`config.mk`:
```
export PLATFORM = sky130hd
export DESIGN_NAME = fifo_ctrl
export DESIGN_NICKNAME = d
export VERILOG_FILES = /design/src/rtl/fifo_pkg.sv /design/src/rtl/ptr_counter.sv /design/src/rtl/fifo_ctrl.sv
export SDC_FILE = /design/constraint.sdc
export NUM_CORES = 1
export LEC_CHECK = 0
export CAP_MARGIN = 20
export CORE_ASPECT_RATIO = 0.7
export CORE_MARGIN = 5
export CORE_UTILIZATION = 45
export DETAILED_ROUTE_END_ITERATION = 12
export GPL_TIMING_DRIVEN = 0
export PLACE_DENSITY = 0.75
export SLEW_MARGIN = 10
export SYNTH_ARGS = -nofsm -noshare
export SYNTH_HDL_FRONTEND = slang
export SYNTH_SLANG_ARGS = --single-unit
export TNS_END_PERCENT = 100
```
`constraint.sdc`:
```
create_clock -name clk -period 7.4 [get_ports clk]
set_input_delay 0.74 -clock clk [delete_from_list [all_inputs] [get_ports clk]]
set_output_delay 0.74 -clock clk [all_outputs]
set_load 0.1 [all_outputs]
```
`src/rtl/fifo_pkg.sv`:
```
// fifo_pkg: shared widths and reset constants for the FIFO controller and
// the memoria storage array. Both import this package so their default
// geometry always agrees.
package fifo_pkg;

  localparam int DATA_WIDTH    = 10;
  localparam int ADDRESS_WIDTH = 8;
  localparam int DEPTH         = 2 ** ADDRESS_WIDTH;

  // Flag values forced while reset is asserted (empty FIFO).
  localparam logic FULL_RST         = 1'b0;
  localparam logic EMPTY_RST        = 1'b1;
  localparam logic ALMOST_FULL_RST  = 1'b0;
  localparam logic ALMOST_EMPTY_RST = 1'b1;
  localparam logic ERR_RST          = 1'b0;

endpackage : fifo_pkg

```
`src/rtl/ptr_counter.sv`:
```
// ptr_counter: wrap-around address counter with increment enable.
// Wraps from 2**width-1 to 0 by natural binary overflow.
module ptr_counter #(
  parameter int width = 8
) (
  input  logic             clk,
  input  logic             rst_n,
  input  logic             inc,
  output logic [width-1:0] ptr
);

  logic [width-1:0] ptr_q;
  logic [width-1:0] ptr_d;

  // Next pointer: advance by one when the access was accepted.
  always_comb begin
    ptr_d = ptr_q + {{(width-1){1'b0}}, inc};
  end

  // Pointer register, cleared asynchronously.
  always_ff @(posedge clk or negedge rst_n) begin
    if (!rst_n) ptr_q <= '0;
    else        ptr_q <= ptr_d;
  end

  assign ptr = ptr_q;

endmodule : ptr_counter

```
`src/rtl/fifo_ctrl.sv`:
```
// fifo_ctrl: pointer, occupancy and flag controller for the memoria array.
// Optional macro FIFO_CTRL_ERR_EN enables sticky overflow/underflow flags;
// without it both error ports are tied low.
module fifo_ctrl
  import fifo_pkg::*;
#(
  parameter int data_width    = DATA_WIDTH,
  parameter int address_width = ADDRESS_WIDTH
) (
  input  logic                   clk,
  input  logic                   reset,
  input  logic                   push,
  input  logic                   pop,
  input  logic [address_width:0] almost_full_th,
  input  logic [address_width:0] almost_empty_th,
  output logic                   wr_enable,
  output logic                   rd_enable,
  output logic [address_width-1:0] wr_ptr,
  output logic [address_width-1:0] rd_ptr,
  output logic [address_width:0] fifo_count,
  output logic                   full,
  output logic                   empty,
  output logic                   almost_full,
  output logic                   almost_empty,
  output logic                   overflow_err,
  output logic                   underflow_err
);

  localparam logic [address_width:0] CNT_ONE   = {{address_width{1'b0}}, 1'b1};
  localparam logic [address_width:0] CNT_DEPTH = {1'b1, {address_width{1'b0}}};

  logic [address_width:0] count_q, count_d;
  logic full_q, full_d;
  logic empty_q, empty_d;
  logic almost_full_q, almost_full_d;
  logic almost_empty_q, almost_empty_d;

  // Strobes: accept push unless full, pop unless empty. Held low while in
  // reset so the memory never sees a write during reset.
  always_comb begin
    wr_enable = push & ~full_q & reset;
    rd_enable = pop & ~empty_q & reset;
  end

  ptr_counter #(.width(address_width)) u_wr_ptr (
    .clk   (clk),
    .rst_n (reset),
    .inc   (wr_enable),
    .ptr   (wr_ptr)
  );

  ptr_counter #(.width(address_width)) u_rd_ptr (
    .clk   (clk),
    .rst_n (reset),
    .inc   (rd_enable),
    .ptr   (rd_ptr)
  );

  // Next occupancy and flags; flags come from the next count so they always
  // agree with fifo_count in the same cycle.
  always_comb begin
    count_d = count_q;
    case ({wr_enable, rd_enable})
      2'b10:   count_d = count_q + CNT_ONE;
      2'b01:   count_d = count_q - CNT_ONE;
      default: count_d = count_q;
    endcase
    full_d         = (count_d == CNT_DEPTH);
    empty_d        = (count_d == '0);
    almost_full_d  = (count_d >= almost_full_th);
    almost_empty_d = (count_d <= almost_empty_th);
  end

  // Count and flag registers.
  always_ff @(posedge clk or negedge reset) begin
    if (!reset) begin
      count_q        <= '0;
      full_q         <= FULL_RST;
      empty_q        <= EMPTY_RST;
      almost_full_q  <= ALMOST_FULL_RST;
      almost_empty_q <= ALMOST_EMPTY_RST;
    end else begin
      count_q        <= count_d;
      full_q         <= full_d;
      empty_q        <= empty_d;
      almost_full_q  <= almost_full_d;
      almost_empty_q <= almost_empty_d;
    end
  end

  assign fifo_count   = count_q;
  assign full         = full_q;
  assign empty        = empty_q;
  assign almost_full  = almost_full_q;
  assign almost_empty = almost_empty_q;

`ifdef FIFO_CTRL_ERR_EN
  logic overflow_q, overflow_d;
  logic underflow_q, underflow_d;

  // Sticky error capture: rejected push while full / pop while empty.
  always_comb begin
    overflow_d  = overflow_q | (push & full_q);
    underflow_d = underflow_q | (pop & empty_q);
  end

  // Error registers, cleared only by reset.
  always_ff @(posedge clk or negedge reset) begin
    if (!reset) begin
      overflow_q  <= ERR_RST;
      underflow_q <= ERR_RST;
    end else begin
      overflow_q  <= overflow_d;
      underflow_q <= underflow_d;
    end
  end

  assign overflow_err  = overflow_q;
  assign underflow_err = underflow_q;
`else
  assign overflow_err  = 1'b0;
  assign underflow_err = 1'b0;
`endif

endmodule : fifo_ctrl

```
==> impl_metrics.json, run 1 <==
{
  "r2r-start": "empty",
  "gp_congestion": 0.824,
  "finalSetupViolations": 0,
  "synth.distinct_cells": 57,
  "crit_fanout": 31,
  "wl_per_cell_um": 14.4,
  "worst_clock_skew_ns": 0.00394,
  "grt_usage": 0.154,
  "netlist_instances": 210,
  "worstSetupEndpointType": "flip-flop",
  "clk_latency_ns": 0.27,
  "startpoint": "reset",
  "cts_tree": "yes",
  "arrival_ns": 4.81,
  "portBuffers": 52,
  "maxSlewViolCount": 0,
  "drive_gt1_frac": 0.125,
  "r2r_setup_slack_ns": 3.36,
  "synth_edf_count": 0,
  "die_w_um": 91.8,
  "io_pins": 55,
  "period_needed_ns": 4.62,
  "start_util": 0.475,
  "netlist_area_mm2": 0.00211,
  "regToRegEndpoint": "almost_empty",
  "cts_resized": 0,
  "drc_errors": 0,
  "wirelength_um": 4690,
  "worst_pin_slew_ns": 0.999,
  "dr_total_vias": 1711,
  "grt_max_degree": 32,
  "syn-mean-instance-area_um2": 10.0,
  "core.rowCount": 20,
  "clk_path_buf_depth": 2,
  "synthToLayoutAreaGrowth_pct": 32.7,
  "setup.worst_path.end": "almost_empty",
  "antenna_found_initial": 0,
  "htree_levels": 2,
  "cts_hold_buf": 0,
  "grt_first_pass_wirelength_um": 7620,
  "cts-root-buf": "clkbuf_8",
  "vias_per_cell": 5.25,
  "start_kind": "primary input",
  "rsz0062_at_grt": "false",
  "tns_ns": 0,
  "required_ns": 7.59,
  "cts.sinks": 29,
  "layout_common_cells": "clkdlybuf4s50_1 (51), dfrtp_1 (27), ha_1 (22), inv_1 (18), xnor2_1 (16)",
  "core_area_mm2": 0.00443,
  "setup_ws_ns": 2.78,
  "async_reset_ff_frac": 1.00,
  "yosys_warnings": 0,
  "n_antenna_cell": 0,
  "ys_seq_area_frac": 0.346,
  "worstSetupPathType": "in2reg",
  "die_h_um": 67.2,
  "period_share": 0.624,
  "first_global_vias": 1593,
  "hold_viol": 0,
  "max_freq_ghz": 0.216,
  "status": "complete, no violations",
  "synthFlopType": "dfrtp_1",
  "dp_hpwl_um": 3720,
  "min_path_type": "reg2reg",
  "slew-limit-headroom": 0.332,
  "ys_ff_latch": 29,
  "drtPass1Iterations": 4,
  "max_cap_viol_count": 0,
  "antenna_left": 0,
  "worstRegToRegCells": 16,
  "cts_buffers": 5,
  "dp_slack_ns": 2.46,
  "postCtsSetupRepairBufs": 0,
  "clk_pin_slew_ns": 0.06,
  "grt_overflow_total": 0,
  "die_area_mm2": 0.00617,
  "final_nets": 314,
  "final_common_cell": "clkdlybuf4s50_1",
  "drtIter0Drc": 93
}
sequential cells by signal, indices dropped and copies added, names as in the netlist:
name          flops
fifo_count        9
almost_full       1
empty             1
almost_empty      1
u_rd_ptr.ptr      8
full              1
u_wr_ptr.ptr      8
layout make-up:
| class | instances | area [µm²] |
|---|---|---|
| Inverter | 18 | 67.6 |
| Timing Repair Buffer | 52 | 515 |
| Fill cell | 351 | 1630 |
| Sequential cell | 29 | 728 |
| Tap cell | 55 | 68.8 |
| Clock buffer | 7 | 96.3 |
| Multi-Input combinational cell | 154 | 1210 |
| Buffer | 10 | 103 |
| Clock inverter | 1 | 5.00 |
per-stage QoR:
stage	cells	util	hold slack (ns)	cell area, µm²
2_1_floorplan	211	-	0.444	2110
3_3_place_gp	318	0.609	0.463	2700
3_5_place_dp	318	0.608	0.466	2690
4_1_cts	326	0.631	0.477	2800
5_1_grt	326	0.631	0.514	2800
6_report	326	0.631	0.472	2800
cell usage after synthesis, drive strengths merged, types with 4 or more instances:
cell type,count,share of area
nand4,7,0.021
nand2,9,0.016
xor2,7,0.029
a21oi,9,0.023
nor2b,4,0.012
clkbuf,4,0.026
ha,22,0.13
inv,18,0.032
nor3b,5,0.020
nor4,5,0.018
nand3,9,0.024
buf,6,0.023
o21ai,5,0.012
nor2,5,0.0089
a21o,4,0.015
xnor2,16,0.067
dfrtp,27,0.32
worst min path at each step:
stage | to | slack (ns) | startpoint | cells after the start
floorplan | almost_full | 0.44 | reset | 0
global placement | u_rd_ptr.ptr[7] | 0.46 | u_rd_ptr.ptr[7] | 1
detailed placement | u_rd_ptr.ptr[7] | 0.47 | u_rd_ptr.ptr[7] | 1
CTS | u_rd_ptr.ptr[7] | 0.48 | u_rd_ptr.ptr[7] | 1
global route | u_rd_ptr.ptr[7] | 0.51 | u_rd_ptr.ptr[7] | 1
finish | u_rd_ptr.ptr[7] | 0.47 | u_rd_ptr.ptr[7] | 1
metal layers:
metal | share of wire | vias to the layer above | track usage
met1 | 0.51 | 793 | 0.215
met4 | 0.0066 | 0 | 0.0444
met5 | 0 | - | 0
met3 | 0.037 | 2 | 0.0290
li1 | - | 878 | -
met2 | 0.45 | 38 | 0.244
logic make-up after synthesis:
logic type      after synthesis  share of synthesized area
flops                        29                      0.346
compound gates               39                      0.131
simple gates                 67                      0.209
mux                           1                    0.00535
fa+ha+maj                    22                      0.131
buf+inv                      28                     0.0808
other cells                   1                    0.00178
xor+xnor                     23                     0.0957
worst max-delay path: stages:
cell	delay [ns]
buf_2	0.53
nand3b_1	0.25
ha_1	0.28
buf_6	0.14
clkbuf_8	0.16
buf_2	0.19
xor2_1	0.18
ha_1	0.23
nand4bb_1	0.10
nand4_1	0.25
o211a_1	0.26
nor4_2	0.60
ha_1	0.32
nor4_1	0.07
a211o_1	0.29
a21oi_1	0.11
o21ai_0	0.10
Power of run 1 is left out: the tool's default activity adds up to more than one toggle a clock period on the data nets, which glitch-free logic cannot reach.
==> run 2, diff against run 1 <==
--- a/config.mk
+++ b/config.mk
@@ -8,10 +8,10 @@
 export CAP_MARGIN = 20
 export CORE_ASPECT_RATIO = 0.7
 export CORE_MARGIN = 5
-export CORE_UTILIZATION = 45
+export CORE_UTILIZATION = 44
 export DETAILED_ROUTE_END_ITERATION = 12
 export GPL_TIMING_DRIVEN = 0
-export PLACE_DENSITY = 0.75
+export PLACE_DENSITY = 0.76
 export SLEW_MARGIN = 10
 export SYNTH_ARGS = -nofsm -noshare
 export SYNTH_HDL_FRONTEND = slang
==> constraint.sdc (replaced) <==
create_clock -name clk -period 3.8 [get_ports clk]
set_input_delay 0.38 -clock clk [delete_from_list [all_inputs] [get_ports clk]]
set_output_delay 0.38 -clock clk [all_outputs]
set_load 0.1 [all_outputs]
==> impl_metrics.json, run 2 (synthesis results as in run 1) <==
{
  "min_path_type": "in2async",
  "whs_ns": 0.0609,
  "die_area_mm2": 0.00629,
  "htree_levels": 2,
  "drc_errors": 0,
  "slew-limit-headroom": 0.341,
  "cts.sinks": 29,
  "dp.cells": 320,
  "placed_area_mm2": 0.00275,
  "wl_per_cell_um": 15.0,
  "portBuffers": 52,
  "crit_fanout": 10,
  "period_needed_ns": 3.60,
  "drive_gt1_frac": 0.192,
  "rsz0062_at_grt": "false",
  "grt_max_degree": 32,
  "grt_overflow_total": 0,
  "fin_cells": 338,
  "first_global_vias": 1708,
  "cts-root-buf": "clkbuf_8",
  "cts_tree": "yes",
  "period_share": 0.947,
  "core.rowCount": 21,
  "largest_register_ffs": 9,
  "regToRegEndpoint": "almost_empty",
  "globalRoute.busiestLayer": "met2",
  "max_cap_viol_count": 0,
  "clk_latency_ns": 0.28,
  "finalSetupViolations": 0,
  "dr_total_vias": 1812,
  "final_nets": 324,
  "die_h_um": 67.9,
  "r2r-start": "empty",
  "start_util": 0.448,
  "grt_first_pass_wirelength_um": 8170,
  "worstSetupPathType": "reg2reg",
  "max_freq_ghz": 0.278,
  "antenna_left": 0,
  "r2r_setup_slack_ns": 0.20,
  "clk_path_buf_depth": 2,
  "cts_buffers": 5,
  "fin_util": 0.632,
  "arrival_ns": 3.80,
  "setup.worst_path.end": "almost_empty",
  "grtUsageMet2": 0.264,
  "final_common_cell": "clkdlybuf4s50_1",
  "met1_usage": 0.228,
  "vias_per_cell": 5.36,
  "clk_pin_slew_ns": 0.06,
  "antenna_found_initial": 0,
  "start_kind": "flip-flop",
  "layout_common_cells": "clkdlybuf4s50_1 (51), dfrtp_1 (27), ha_1 (19), inv_1 (18), xnor2_1 (13)",
  "final_area_mm2": 0.00297,
  "worstSetupEndpointType": "flip-flop",
  "drtPass1Iterations": 4,
  "core_area_mm2": 0.00470,
  "die_w_um": 92.7,
  "wirelength_um": 5060,
  "grt_usage": 0.165,
  "maxSlewViolCount": 0,
  "worstRegToRegCells": 16,
  "status": "complete, no violations",
  "worst_pin_slew_ns": 0.985,
  "io_pins": 55,
  "drtIter0Drc": 55,
  "startpoint": "empty",
  "hold_viol": 0,
  "gp_congestion": 0.856,
  "grt_util_met3": 0.0330,
  "synthToLayoutAreaGrowth_pct": 41.2,
  "required_ns": 4.00,
  "n_antenna_cell": 0,
  "worst_clock_skew_ns": 0.00348,
  "dp_hpwl_um": 3760
}
-- run 2: changes by cell type in the layout (fill, tap and decap cells not counted), sizes merged --
cell,change
buf,+11
clkbuf,-2
clkinv,+1
-- run 2: repair_timing --
item,in CTS,in global routing
setup buffers,0,10
hold endpoints to repair,0,27
pin swaps,1,9
hold buffers,0,1
setup endpoints to repair,2,2
resized for setup,1,12
-- run 2: through the flow --
step	setup slack, ns	setup TNS [ns]
CTS	0.0152	0
floorplan	0.00879	0
detailed placement	-0.549	-1.50
global placement	-1.44	-7.39
finish	0.203	0
global route	0.0320	0
-- run 2: worst max-delay path: stages (launching register included) --
cell      delay (ns)
dfstp_4         0.61
and3b_4         0.22
ha_4            0.20
buf_8           0.14
buf_8           0.12
xor2_1          0.16
ha_2            0.19
nand4b_1        0.08
nand4_1         0.25
a211o_1         0.37
nand4_1         0.17
xnor2_2         0.19
ha_2            0.29
nor3_2          0.06
a211o_1         0.26
a21oi_1         0.12
o21ai_1         0.09
-- run 2: worst min-delay path by stage --
stage | start | end | cells after the start
after CTS | reset | u_rd_ptr.ptr[7] | 1
after floorplan | reset | almost_full | 0
after global placement | u_wr_ptr.ptr[7] | u_wr_ptr.ptr[7] | 1
final | reset | u_rd_ptr.ptr[7] | 2
after global routing | reset | empty | 1
after detailed placement | reset | u_rd_ptr.ptr[7] | 1
-- run 2: per-layer routing --
metal,vias to the layer above,share of wire,wire [µm]
met5,-,0,0
met4,0,0.014,70
met3,9,0.043,220
met2,49,0.46,2310
met1,858,0.49,2460
li1,896,-,-
-- run 2: final cells by class --
class	instances	area (µm²)
Buffer	9	103
Clock buffer	6	72.6
Clock inverter	2	10.0
Fill cell	411	1730
Inverter	18	67.6
Multi-Input combinational cell	154	1300
Sequential cell	29	732
Tap cell	57	71.3
Timing Repair Buffer	63	617
Power of run 2 is left out for the same reason.
